<file path="config.mk">
export PLATFORM = sky130hd
export DESIGN_NAME = decode_stage
export DESIGN_NICKNAME = d
export VERILOG_FILES = /design/src/rtl/rv32_pkg.sv /design/src/rtl/regfile_2r1w.sv /design/src/rtl/decode_stage.sv
export SDC_FILE = /design/constraint.sdc
export NUM_CORES = 1
export LEC_CHECK = 0
export BUFFER_PORTS_ARGS = -buffer_cell sky130_fd_sc_hd__buf_2
export CAP_MARGIN = 25
export CELL_PAD_IN_SITES_DETAIL_PLACEMENT = 1
export CELL_PAD_IN_SITES_GLOBAL_PLACEMENT = 1
export CORE_MARGIN = 4
export CORE_UTILIZATION = 40
export CTS_CLUSTER_DIAMETER = 60
export DETAILED_ROUTE_END_ITERATION = 6
export GPL_TIMING_DRIVEN = 0
export PLACE_DENSITY_LB_ADDON = 0.3
export SETUP_SLACK_MARGIN = 0.05
export SYNTH_ARGS = -nofsm -noshare
export SYNTH_HDL_FRONTEND = slang
export SYNTH_SLANG_ARGS = --single-unit
</file>
<file path="constraint.sdc">
create_clock -name clk -period 4.3 [get_ports clk]
set_input_delay 0 -clock clk [delete_from_list [all_inputs] [get_ports clk]]
set_output_delay 0 -clock clk [all_outputs]
set_load 0.01 [all_outputs]
</file>
<file path="src/rtl/rv32_pkg.sv">
// Shared RV32I definitions for the decode front end: opcodes, func3 codes and
// the registered bundle handed to the execute stage.
package rv32_pkg;

    localparam int XLEN  = 32;
    localparam int NREGS = 32;

    localparam logic [6:0] OPC_OP     = 7'b0110011;
    localparam logic [6:0] OPC_OP_IMM = 7'b0010011;
    localparam logic [6:0] OPC_LUI    = 7'b0110111;
    localparam logic [6:0] OPC_AUIPC  = 7'b0010111;
    localparam logic [6:0] OPC_JAL    = 7'b1101111;
    localparam logic [6:0] OPC_JALR   = 7'b1100111;
    localparam logic [6:0] OPC_BRANCH = 7'b1100011;
    localparam logic [6:0] OPC_LOAD   = 7'b0000011;
    localparam logic [6:0] OPC_STORE  = 7'b0100011;

    localparam logic [2:0] F3_ADD = 3'b000;
    localparam logic [2:0] F3_SR  = 3'b101;

    typedef struct packed {
        logic            valid;
        logic            is_store;
        logic            is_load;
        logic            is_branch;
        logic            is_jump;
        logic            is_reg;
        logic            is_alu;
        logic            illegal;
        logic [XLEN-1:0] operand_a;
        logic [XLEN-1:0] operand_b;
        logic [XLEN-1:0] store_data;
        logic [XLEN-1:0] branch_dest;
        logic [4:0]      dest;
        logic [2:0]      func3;
        logic            func7;
        logic [XLEN-1:0] curr_pc;
    } bundle_t;

endpackage

</file>
<file path="src/rtl/regfile_2r1w.sv">
// 32x32 integer register file, two combinational reads, one synchronous write.
// Optional write-through forwarding when DECODE_WB_BYPASS_EN is defined.
module regfile_2r1w
    import rv32_pkg::*;
(
    input  logic            clk,
    input  logic [4:0]      ra1,
    input  logic [4:0]      ra2,
    output logic [XLEN-1:0] rd1,
    output logic [XLEN-1:0] rd2,
    input  logic            we,
    input  logic [4:0]      wa,
    input  logic [XLEN-1:0] wd
);

    logic [XLEN-1:0] mem [NREGS];
    logic            wr_live;

    assign wr_live = we && (wa != 5'd0);

    always_ff @(posedge clk) begin
        if (wr_live)
            mem[wa] <= wd;
    end

    always_comb begin
        rd1 = (ra1 == 5'd0) ? '0 : mem[ra1];
        rd2 = (ra2 == 5'd0) ? '0 : mem[ra2];
`ifdef DECODE_WB_BYPASS_EN
        if (wr_live && (wa == ra1))
            rd1 = wd;
        if (wr_live && (wa == ra2))
            rd2 = wd;
`endif
    end

endmodule

</file>
<file path="src/rtl/decode_stage.sv">
// RV32I decode stage: register read, immediate generation and registered bundle
// with stall/flush. Build option DECODE_WB_BYPASS_EN enables regfile forwarding.
module decode_stage
    import rv32_pkg::*;
(
    input  logic        clk,
    input  logic        reset,
    input  logic        in_valid,
    input  logic [31:0] instr,
    input  logic [31:0] pc,
    input  logic        stall,
    input  logic        flush,
    input  logic        wb_en,
    input  logic [4:0]  wb_addr,
    input  logic [31:0] wb_data,
    output logic        out_valid,
    output logic        is_store,
    output logic        is_load,
    output logic        is_branch,
    output logic        is_jump,
    output logic        is_reg,
    output logic        is_alu,
    output logic [31:0] operand_a,
    output logic [31:0] operand_b,
    output logic [31:0] store_data,
    output logic [31:0] branch_dest,
    output logic [4:0]  dest,
    output logic [2:0]  func3,
    output logic        func7,
    output logic [31:0] curr_pc,
    output logic        illegal
);

    logic [31:0] rs1_val, rs2_val;
    logic [31:0] imm_i, imm_s, imm_b, imm_u, imm_j;
    logic [6:0]  opcode;
    logic [4:0]  rd;
    bundle_t     nxt, q;

    regfile_2r1w u_regfile (
        .clk (clk),
        .ra1 (instr[19:15]),
        .ra2 (instr[24:20]),
        .rd1 (rs1_val),
        .rd2 (rs2_val),
        .we  (wb_en),
        .wa  (wb_addr),
        .wd  (wb_data)
    );

    assign opcode = instr[6:0];
    assign rd     = instr[11:7];

    assign imm_i = {{20{instr[31]}}, instr[31:20]};
    assign imm_s = {{20{instr[31]}}, instr[31:25], instr[11:7]};
    assign imm_b = {{19{instr[31]}}, instr[31], instr[7], instr[30:25], instr[11:8], 1'b0};
    assign imm_u = {instr[31:12], 12'b0};
    assign imm_j = {{11{instr[31]}}, instr[31], instr[19:12], instr[20], instr[30:21], 1'b0};

    always_comb begin
        nxt         = '0;
        nxt.valid   = in_valid;
        nxt.func3   = instr[14:12];
        nxt.curr_pc = pc;
        case (opcode)
            OPC_OP: begin
                nxt.is_alu    = 1'b1;
                nxt.operand_a = rs1_val;
                nxt.operand_b = rs2_val;
                nxt.func7     = instr[30];
                nxt.dest      = rd;
            end
            OPC_OP_IMM: begin
                // only shifts carry the modifier bit; addi with a negative imm must stay an add
                nxt.is_alu    = 1'b1;
                nxt.operand_a = rs1_val;
                nxt.operand_b = imm_i;
                nxt.func7     = (instr[14:12] == F3_SR) ? instr[30] : 1'b0;
                nxt.dest      = rd;
            end
            OPC_LUI: begin
                nxt.is_alu    = 1'b1;
                nxt.func3     = F3_ADD;
                nxt.operand_b = imm_u;
                nxt.dest      = rd;
            end
            OPC_AUIPC: begin
                nxt.is_alu    = 1'b1;
                nxt.func3     = F3_ADD;
                nxt.operand_a = pc;
                nxt.operand_b = imm_u;
                nxt.dest      = rd;
            end
            OPC_JAL: begin
                nxt.is_jump   = 1'b1;
                nxt.operand_a = imm_j;
                nxt.dest      = rd;
            end
            OPC_JALR: begin
                nxt.is_jump   = 1'b1;
                nxt.is_reg    = 1'b1;
                nxt.operand_a = rs1_val;
                nxt.operand_b = imm_i;
                nxt.dest      = rd;
            end
            OPC_BRANCH: begin
                nxt.is_branch   = 1'b1;
                nxt.operand_a   = rs1_val;
                nxt.operand_b   = rs2_val;
                nxt.branch_dest = imm_b;
            end
            OPC_LOAD: begin
                nxt.is_load   = 1'b1;
                nxt.operand_a = rs1_val;
                nxt.operand_b = imm_i;
                nxt.dest      = rd;
            end
            OPC_STORE: begin
                nxt.is_store   = 1'b1;
                nxt.operand_a  = rs1_val;
                nxt.operand_b  = imm_s;
                nxt.store_data = rs2_val;
            end
            default: nxt.illegal = 1'b1;
        endcase
        if (!in_valid) begin
            nxt.is_store  = 1'b0;
            nxt.is_load   = 1'b0;
            nxt.is_branch = 1'b0;
            nxt.is_jump   = 1'b0;
            nxt.is_reg    = 1'b0;
            nxt.is_alu    = 1'b0;
            nxt.illegal   = 1'b0;
        end
    end

    always_ff @(posedge clk) begin
        if (reset || flush)
            q <= '0;
        else if (!stall)
            q <= nxt;
    end

    assign out_valid   = q.valid;
    assign is_store    = q.is_store;
    assign is_load     = q.is_load;
    assign is_branch   = q.is_branch;
    assign is_jump     = q.is_jump;
    assign is_reg      = q.is_reg;
    assign is_alu      = q.is_alu;
    assign illegal     = q.illegal;
    assign operand_a   = q.operand_a;
    assign operand_b   = q.operand_b;
    assign store_data  = q.store_data;
    assign branch_dest = q.branch_dest;
    assign dest        = q.dest;
    assign func3       = q.func3;
    assign func7       = q.func7;
    assign curr_pc     = q.curr_pc;

endmodule

</file>
### After elaboration in Yosys (flattened, before gate mapping)

Memories as Yosys holds them, arrays and structs flattened.
Cells that the tools add are included.
W data, S select, Z words.

| word-level totals | value |
|---|---|
| memories kept | 1 |
| input port bits | 107 |
| memory bits (writable) | 1024 |
| register bits | 177 |
| logic and storage cells | 60 |

| cells by class | value |
|---|---|
| reduce and logical (&&, ||, !) cells | 13 |
| muxes and demuxes | 20 |
| equality and inequality tests | 10 |

Memory list:

| memory | depth | bits a word | read ports | clocked after Yosys merged registers in | wr ports | RTL line | text |
|---|---|---|---|---|---|---|---|
| u_regfile.mem | 32 | 32 | 2 | 0 | 1 | regfile_2r1w.sv:16 | `logic [XLEN-1:0] mem [NREGS];` |

Operator list:

| kind | number |
|---|---|
| $mux W32 | 4 |
| $pmux W32 S4 | 1 |
| $pmux W32 S3 | 1 |
| $eq A7 B6 Y1 const B | 3 |
| $eq A7 B7 Y1 const B | 3 |
| $eq A7 B5 Y1 const B | 2 |
| $logic_not A5 Y1 | 2 |
| $mux W1 | 10 |
| $reduce_or A9 Y1 | 1 |
| $eq A7 B2 Y1 const B | 1 |
| $mux W7 | 1 |
| $reduce_or A7 Y1 | 1 |
| $reduce_or A2 Y1 | 3 |
| $reduce_or A6 Y1 | 1 |
| $mux W5 | 1 |
| $reduce_bool A5 Y1 | 1 |
| $reduce_or A4 Y1 | 1 |
| $eq A3 B3 Y1 const B | 1 |
| $mux W3 | 1 |
| $reduce_or A3 Y1 | 1 |
| $pmux W1 S2 | 1 |
| $logic_and A1 B1 Y1 | 1 |
| $logic_or A1 B1 Y1 | 1 |

### Logic depth before layout (Yosys ltp)

Gate-level depths: netlist of the first run.

| depth | value |
|---|---|
| depth after elaboration | 4 |
| mapped depth | 10 |
| mapped depth without buffers | 5 |

### Hierarchy

From an unflattened synthesis of the first run, not the netlist that was laid out.

| unflattened totals | value |
|---|---|
| cells, all modules | 3318 |
| area, all modules | 54893.9 sq um |

By module, submodules not included:

| module | times used | area an instance (sq um) | cells an instance | sequential area each (sq um) |
|---|---|---|---|---|
| regfile_2r1w | 1 | 47904.7 | 2564 | 30749.5 |
| decode_stage | 1 | 6989.2 | 754 | 3143.0 |

### Worst setup path after synthesis of the first run

No wires, ideal clock.

| path | value |
|---|---|
| path type | input port to flip-flop |
| start point | in wb_addr[1] |
| end point | mem u_regfile.mem[28][0], enable pin |
| arrival time | 1.821 ns |
| data required time | 3.879 ns |
| path slack | 2.058 ns |
| cell stages on the path | 3 |
| cell sequence | or2_2 clkbuf_1 nor2_1 |

| between the ends | value |
|---|---|
| cells in the longest elaborated chain, start to end | 4 |

RTL lines:

| item | RTL line | text |
|---|---|---|
| start: declaration | decode_stage.sv:14 | `input logic [4:0] wb_addr,` |
| $reduce_bool A5 Y1 | regfile_2r1w.sv:19 | `assign wr_live = we && (wa != 5'd0);` |
| $logic_and A1 B1 Y1 | regfile_2r1w.sv:19 |  |
| $mux W1 | regfile_2r1w.sv:22 | `if (wr_live)` |
| $mux W1 (not written as such) | regfile_2r1w.sv:23 | `mem[wa] <= wd;` |
| end: declaration | regfile_2r1w.sv:16 |  |

Several ways; a longest one is shown, not always the timed one.

### Final worst setup path of the first run

| path | value |
|---|---|
| start point | in instr[23] |
| end point | reg q (netlist bit operand_b[5]) |

| between the ends | value |
|---|---|
| cells in the longest elaborated chain, start to end | 3 |

RTL lines:

| item | RTL line | text |
|---|---|---|
| start: declaration | decode_stage.sv:9 | `input logic [31:0] instr,` |
| $mem_v2 Z32 W32 / $logic_not A5 Y1 (equally long branches) | -- |  |
| $mux W32 * | regfile_2r1w.sv:28 | `rd2 = (ra2 == 5'd0) ? '0 : mem[ra2];` |
| $pmux W32 S4 * | decode_stage.sv:65 | `case (opcode)` |
| end signal: assignment | decode_stage.sv:141 | `q <= nxt;` |
| end: declaration | decode_stage.sv:38 | `bundle_t nxt, q;` |

Mark *: on every way between the ends. The rest lies on a longest branch, timed or not.
A chain may end at the register's enable or synchronous reset.

==> results of run 1 <==
tightest hold or removal path, delay by kind of cell:
| family | cells | cell delay, ps |
|---|---|---|
| buffers and inverters | 2 | 630 |
| and+or+nand+nor | 1 | 80 |
| muxes | 1 | 60 |
cells in the mapped netlist, types with 8 or more instances:
| cell type | instances | area share (%) |
|---|---|---|
| dfxtp_1 | 157 | 5.9 |
| a22oi_1 | 45 | 0.63 |
| a211o_1 | 13 | 0.21 |
| a2111oi_0 | 18 | 0.30 |
| o221ai_1 | 36 | 0.59 |
| buf_6 | 10 | 0.21 |
| nor2_1 | 110 | 0.77 |
| o22ai_1 | 80 | 0.94 |
| nor2b_1 | 8 | 0.094 |
| mux4_2 | 458 | 19 |
| a31o_2 | 13 | 0.21 |
| edfxtp_1 | 1024 | 58 |
| a221o_1 | 29 | 0.54 |
| nand3_1 | 24 | 0.23 |
| nand2b_1 | 8 | 0.094 |
| and2_1 | 24 | 0.28 |
| o21ai_0 | 46 | 0.43 |
| nand2_1 | 74 | 0.52 |
| clkbuf_1 | 116 | 0.82 |
| nor4_1 | 20 | 0.23 |
| mux2i_1 | 210 | 3.9 |
| a21o_1 | 25 | 0.35 |
| a21oi_1 | 48 | 0.45 |
| buf_1 | 17 | 0.12 |
| a22o_1 | 70 | 1.2 |
| buf_4 | 66 | 0.93 |
| inv_1 | 12 | 0.084 |
| nor3_1 | 8 | 0.075 |
| buf_2 | 59 | 0.55 |
| a211oi_1 | 79 | 1.1 |
worst paths after layout:
check | start | endpoint | depth (start not counted)
worst min register to register | store_data[1] | store_data[1] | 2
worst min-delay path | pc[21] | curr_pc[21] | 4
worst max register to register | u_regfile.mem[29][13] | operand_b[13] | 5
worst max-delay path | instr[23] | operand_b[5] | 10
cell type report:
class | instances | area (um^2)
antenna | 5 | 12.5
timing repair buffer | 442 | 3520
fill | 12452 | 68600
multi-input combinational | 1550 | 18300
tap | 1755 | 2200
clock buffer | 157 | 3330
clock inverter | 63 | 601
inverter | 13 | 48.8
sequential | 1181 | 33900
buffer | 269 | 1410
metrics by stage:
stage	utilization (%)	instances
global placement	43.2	5040
CTS	48.0	5426
finish	48.0	5435
floorplan	-	3013
detailed placement	44.2	5104
global route	48.0	5433
kinds of logic (layout without fill, tap and decap cells):
| family | count (synthesis) | after routing | share of synthesized area, % |
|---|---|---|---|
| other | 1 | 38 | 0.00704 |
| buffers and inverters | 282 | 944 | 2.74 |
| AOI/OAI and AO/OA | 540 | 540 | 7.55 |
| muxes | 674 | 674 | 23.4 |
| DFF | 1181 | 1181 | 63.6 |
| and+or+nand+nor | 302 | 302 | 2.68 |
| xor gates and xnor gates | 1 | 1 | 0.0164 |
routing by layer:
metal / vias to the layer above / wire length [um] / global-route usage, %
met3: 545 / 27400 / 8.23
met4: 6 / 12500 / 15.0
met5: - / 41 / 0
li1: 13817 / - / -
met2: 2862 / 99300 / 47.6
met1: 19113 / 78900 / 39.9
what timing repair did:
item / CTS / global route
hold buffers: 102 / 0
hold endpoints to repair: 1141 / 0
setup endpoints to repair: 0 / 0
power by group through the flow:
stage | combinational [mW] | sequential (mW) | clock, mW
2_1_floorplan | 1.18 | 12.9 | 0
3_5_place_dp | 2.29 | 12.9 | 0
6_report | 2.45 | 12.7 | 10.6
3_3_place_gp | 2.20 | 12.9 | 0
4_1_cts | 2.37 | 12.7 | 10.7
5_1_grt | 2.49 | 12.7 | 11.2
==> impl_metrics.env, run 1 <==
export IMPL_status="finished, final reports clean"
export IMPL_drc=0
export IMPL_hold_violations=0
export IMPL_clk_path_buf_depth=3
export IMPL_cts_root_buf="clkbuf_16"
export IMPL_drv_cap=0
export IMPL_worstPathCellList="dlygate4sd3_1 > buf_2 > buf_2 > nor2b_1 > buf_2 > clkbuf_1 > clkbuf_2 > a22oi_1 > a22o_1 > o221ai_1"
export IMPL_grt_max_degree=33
export IMPL_crit_slowest_cell="clkbuf_2"
export IMPL_track_usage_pct=30.6
export IMPL_grt_overflow=0
export IMPL_fmaxAchievable_mhz=272
export IMPL_tritoncts="done"
export IMPL_die_area_mm2=0.139
export IMPL_synth_cells=2981
export IMPL_placedInstanceArea_mm2=0.0583
export IMPL_ant_nets=0
export IMPL_die_h_um=373
export IMPL_cp_num_buf_inv=6
export IMPL_hp_class="primary input to flop"
export IMPL_finalCritPeriodShare_pct=85.5
export IMPL_start_util_pct=40.4
export IMPL_cts_buffers=120
export IMPL_portBuffers=272
export IMPL_rrSetupSlack_ps=1840
export IMPL_place_gp_congestion=0.928
export IMPL_finalSetupViolations=0
export IMPL_cp_start_kind="primary input"
export IMPL_power_mw=25.7
export IMPL_antenna_found_initial=8
export IMPL_routed_wl_mm=218
export IMPL_clock_sinks=1181
export IMPL_ys_types=59
export IMPL_drtIter0Drc=5459
export IMPL_worstPathRequired_ps=4950
export IMPL_cts_resized=0
export IMPL_fin_area_mm2=0.0633
export IMPL_tightest_slew_ps=1180
export IMPL_die_x_um=373
export IMPL_vias=36343
export IMPL_cts_max_level=3
export IMPL_num_rows=133
export IMPL_wl_per_cell_um=40.1
export IMPL_min_period_ps=3680
export IMPL_crit_fanout=10
export IMPL_ios=284
export IMPL_ys_async_sr_fraction_pct=0
export IMPL_drive_gt1_share_pct=32.2
export IMPL_ir_worst_vdd_mv=0.366
export IMPL_hpwl_mm=156
export IMPL_power_switching_share_pct=24.3
export IMPL_synth_seq_cells=1181
export IMPL_synth_top_flop_cell="edfxtp_1"
export IMPL_intPower_mw=19.5
export IMPL_final_common_cell="edfxtp_1"
export IMPL_seq_power_share_pct=49.2
export IMPL_power_density_mw_per_mm2=406
export IMPL_fin_ws_ps=621
export IMPL_fin_skew_ps=29.4
export IMPL_synth_edf_count=1024
export IMPL_power_frac_clock_pct=41.3
export IMPL_critical_path_class="primary input to flop"
export IMPL_yosysWarningCount=0
export IMPL_power_frac_comb_pct=9.5
export IMPL_cpMostUsedCell="buf_2"
export IMPL_path_delay_family="buffers and inverters"
export IMPL_slowest_delay_ps=780
export IMPL_dr_pass1_iters=5
export IMPL_endpoint_kind="flop"
export IMPL_yosysSeqAreaShare_pct=63.6
export IMPL_area_delta_synth_final_pct=18.8
export IMPL_largest_register="u_regfile.mem"
export IMPL_finalSetupTns_ps=0
export IMPL_grt_first_pass_wirelength_mm=298
export IMPL_clk_latency_ps=740
export IMPL_slew_headroom_pct=21.1
export IMPL_slew_viol_final=0
export IMPL_path_clk_slew_ps=60
export IMPL_most_common_layout_cells="edfxtp_1 (1,024), mux4_2 (458), buf_2 (340), mux2i_1 (210), dfxtp_1 (157)"
export IMPL_synth_area_mm2=0.0533
export IMPL_rsz0062_at_grt="false"
export IMPL_post_place_ws_ps=583
export IMPL_p_leak_nw=21.5
export IMPL_fp_coreArea_mm2=0.132
export IMPL_cts_setup_buffers=0
export IMPL_grt_pass1_vias=36227
export IMPL_vias_per_cell=6.69
export IMPL_holdWs_ps=62.3
export IMPL_switchingPower_mw=6.24
export IMPL_crit_arrival_ps=4330
export IMPL_largest_register_ffs=1024
export IMPL_synth_area_per_cell_um2=17.9
export IMPL_finalNetCount=3684
Note: power is estimated with default switching activity, not from simulation.
==> run 2, diff against run 1 <==
--- a/config.mk
+++ b/config.mk
@@ -11,6 +11,7 @@
 export CELL_PAD_IN_SITES_GLOBAL_PLACEMENT = 1
 export CORE_MARGIN = 4
 export CORE_UTILIZATION = 40
+export CTS_BUF_LIST = sky130_fd_sc_hd__clkbuf_4 sky130_fd_sc_hd__clkbuf_8
 export CTS_CLUSTER_DIAMETER = 60
 export DETAILED_ROUTE_END_ITERATION = 6
 export GPL_TIMING_DRIVEN = 0
@@ -18,4 +19,5 @@
 export SETUP_SLACK_MARGIN = 0.05
 export SYNTH_ARGS = -nofsm -noshare
 export SYNTH_HDL_FRONTEND = slang
+export SYNTH_HIERARCHICAL = 1
 export SYNTH_SLANG_ARGS = --single-unit
==> run 2 against run 1 <==
The run now ends with negative setup slack left; first-iteration DRC count up 12%; sequential share of layout area down 2.3 points; register-to-register slack worse by 620 ps; clock-buffer cell count up 99; via count up 12%; critical path type unchanged; largest power group unchanged; highest routed layer unchanged.
==> impl_metrics.env, run 2 <==
export IMPL_status="finished with violations"
export IMPL_violations="negative setup slack"
export IMPL_fin_area_mm2=0.0662
export IMPL_synth_cells=3318
export IMPL_netlist_top_cells_area="edfxtp_1 (56%), mux4_2 (13%), mux2i_1 (6.5%), dfxtp_1 (5.7%), mux4_1 (1.7%)"
export IMPL_holdBufCountCts=171
export IMPL_ir_worst_vdd_mv=0.336
export IMPL_worstPathRequired_ps=5180
export IMPL_path_clk_slew_ps=70
export IMPL_hold_violations=0
export IMPL_clk_path_buf_depth=3
export IMPL_die_h_um=378
export IMPL_portBuffers=280
export IMPL_dr_wl_met2_mm=106
export IMPL_fin_ws_ps=-72.1
export IMPL_hp_class="primary input to flop"
export IMPL_cts_root_buf="clkbuf_8"
export IMPL_drc=0
export IMPL_grt_overflow=0
export IMPL_grt_pass1_vias=40898
export IMPL_cp_start_kind="primary input"
export IMPL_synth_top_flop_cell="edfxtp_1"
export IMPL_synth_area_mm2=0.0549
export IMPL_critical_path_class="primary input to flop"
export IMPL_vias=40661
export IMPL_route_met3_wl_mm=31.3
export IMPL_yosysSeqAreaShare_pct=61.7
export IMPL_cts_max_level=4
export IMPL_ios=284
export IMPL_finalNetCount=4208
export IMPL_synth_edf_count=1024
export IMPL_synthAdderAreaFrac_pct=0
export IMPL_crit_arrival_ps=5260
export IMPL_drv_cap=0
export IMPL_area_delta_synth_final_pct=20.6
export IMPL_tritoncts="done"
export IMPL_ys_types=69
export IMPL_antenna_found_initial=19
export IMPL_rsz0062_at_grt="false"
export IMPL_power_density_mw_per_mm2=393
export IMPL_routed_wl_mm=239
export IMPL_p_leak_nw=22.9
export IMPL_cts_setup_buffers=0
export IMPL_slew_viol_final=0
export IMPL_largest_register_ffs=1024
export IMPL_synth_top_area_cell="edfxtp_1"
export IMPL_num_rows=135
export IMPL_synthMuxAreaShare_pct=22.6
export IMPL_clk_latency_ps=950
export IMPL_hpwl_mm=167
export IMPL_fmaxAchievable_mhz=229
export IMPL_drive_gt1_share_pct=31.3
export IMPL_synth_most_common_cell="edfxtp_1"
export IMPL_most_common_layout_cells="edfxtp_1 (1,024), buf_2 (371), mux2i_1 (354), mux4_2 (316), clkbuf_8 (203)"
export IMPL_fillers=13112
export IMPL_synth_simple_area_share_pct=3.56
export IMPL_placedInstanceArea_mm2=0.0603
export IMPL_wl_per_cell_um=39.5
export IMPL_synth_area_per_cell_um2=16.5
export IMPL_ys_async_sr_fraction_pct=0
export IMPL_clock_sinks=1181
export IMPL_finalCritPeriodShare_pct=102
export IMPL_die_area_mm2=0.143
export IMPL_ant_nets=0
export IMPL_synth_xor_area_share_pct=0.0296
export IMPL_yosysWarningCount=6
export IMPL_finalSetupViolations=4
export IMPL_cts_buffers=196
export IMPL_grt_max_degree=33
export IMPL_fp_coreArea_mm2=0.136
export IMPL_top_layer="met5"
export IMPL_grt_first_pass_wirelength_mm=325
export IMPL_track_usage_pct=32.9
export IMPL_post_place_ws_ps=-52.7
export IMPL_synth_top_family_by_area="multiplexers"
export IMPL_start_util_pct=40.4
export IMPL_crit_fanout=10
export IMPL_die_x_um=378
export IMPL_largest_register="u_regfile/mem"
export IMPL_synthTopCellsByCount="edfxtp_1 (1,024), mux2i_1 (354), mux4_2 (316)"
export IMPL_synth_compound_area_share_pct=8.93
export IMPL_drtIter0Drc=6126
export IMPL_yosysTopAreaCellShare_pct=56.0
export IMPL_place_gp_congestion=0.917
export IMPL_cts_resized=0
export IMPL_min_period_ps=4370
export IMPL_tightest_slew_ps=1250
export IMPL_power_mw=26.0
export IMPL_slew_headroom_pct=16.3
export IMPL_vias_per_cell=6.72
export IMPL_endpoint_kind="flop"
export IMPL_wl_met1_mm=84.3
export IMPL_fin_skew_ps=45.7
export IMPL_synth_seq_cells=1181
export IMPL_dr_pass1_iters=6
export IMPL_final_common_cell="edfxtp_1"
-- run 2: cell types whose count changed in the layout (fill, tap and decap cells not counted), sizes merged, moves of 39 or more --
cell	delta
clkbuf	+123
mux2	+65
buf	+63
dlygate4sd3	+69
a22o	-44
a22oi	+57
nand2	+74
a221oi	+64
o22ai	-79
mux4	-106
o21ai	+39
mux2i	+144
-- run 2: where the power goes --
part	total [mW]	internal, mW	switching, mW	leakage [nW]
logic	2.87	0.999	1.88	10.3
clock network	10.4	5.55	4.88	2.13
registers	12.7	12.6	0.0773	10.5
total	26.0	19.2	6.83	22.9
-- run 2: cells by family (layout without fill, tap and decap cells) --
family | Yosys count | in the layout
buf+inv | 325 | 1239
simple gates | 404 | 404
mux | 777 | 777
compound gates | 628 | 628
other cells | 2 | 43
flops | 1181 | 1181
xor+xnor | 1 | 1
-- run 2: final timing paths --
| path | slack, ps | cells after the start | from | end |
|---|---|---|---|---|
| setup reg to reg | 1220 | 8 | u_regfile/mem[22][23] | operand_a[23] |
| setup / recovery | -70 | 12 | instr[19] | operand_a[15] |
| hold / removal | 90 | 5 | instr[8] | operand_b[1] |
| hold reg to reg | 440 | 2 | operand_a[16] | operand_a[16] |
-- run 2: through the flow --
stage | instances | hold WS (ps) | TNS (ps) | util (%)
2_1_floorplan | 3349 | 98.9 | 0 | -
3_3_place_gp | 5410 | 262 | -571360 | 43.1
3_5_place_dp | 5501 | 272 | -52.7 | 44.4
4_1_cts | 6032 | 0.917 | 0 | 48.6
5_1_grt | 6046 | 79.3 | 0 | 48.7
6_report | 6054 | 88.8 | -170 | 48.7
-- run 2: worst max-delay path: stages --
cell and delay [ps]:
dlygate4sd3_1 540, buf_2 170, clkbuf_1 790, or2_2 250, clkbuf_1 380, or4_4 350
clkbuf_1 600, o21ai_0 240, a311oi_1 940, a222oi_1 210, dlygate4sd3_1 630, o21ai_1 130
-- run 2: cell type report --
cell class / count / area, um^2 / area share (%)
Sequential cell: 1181 / 33900 / 51.2
Multi-Input combinational cell: 1843 / 19600 / 29.7
Timing Repair Buffer: 554 / 4660 / 7.04
Clock buffer: 256 / 3190 / 4.82
Tap cell: 1781 / 2230 / 3.37
Buffer: 310 / 1660 / 2.50
Clock inverter: 104 / 842 / 1.27
Inverter: 15 / 56.3 / 0.0851
Antenna cell: 10 / 25.0 / 0.0378
-- run 2: per-layer routing --
layer  track usage (%)  vias to the layer above
met2              50.4                     3418
met4              20.2                       12
li1                  -                    15475
met5                 0                        -
met3              10.5                      819
met1              40.5                    20937
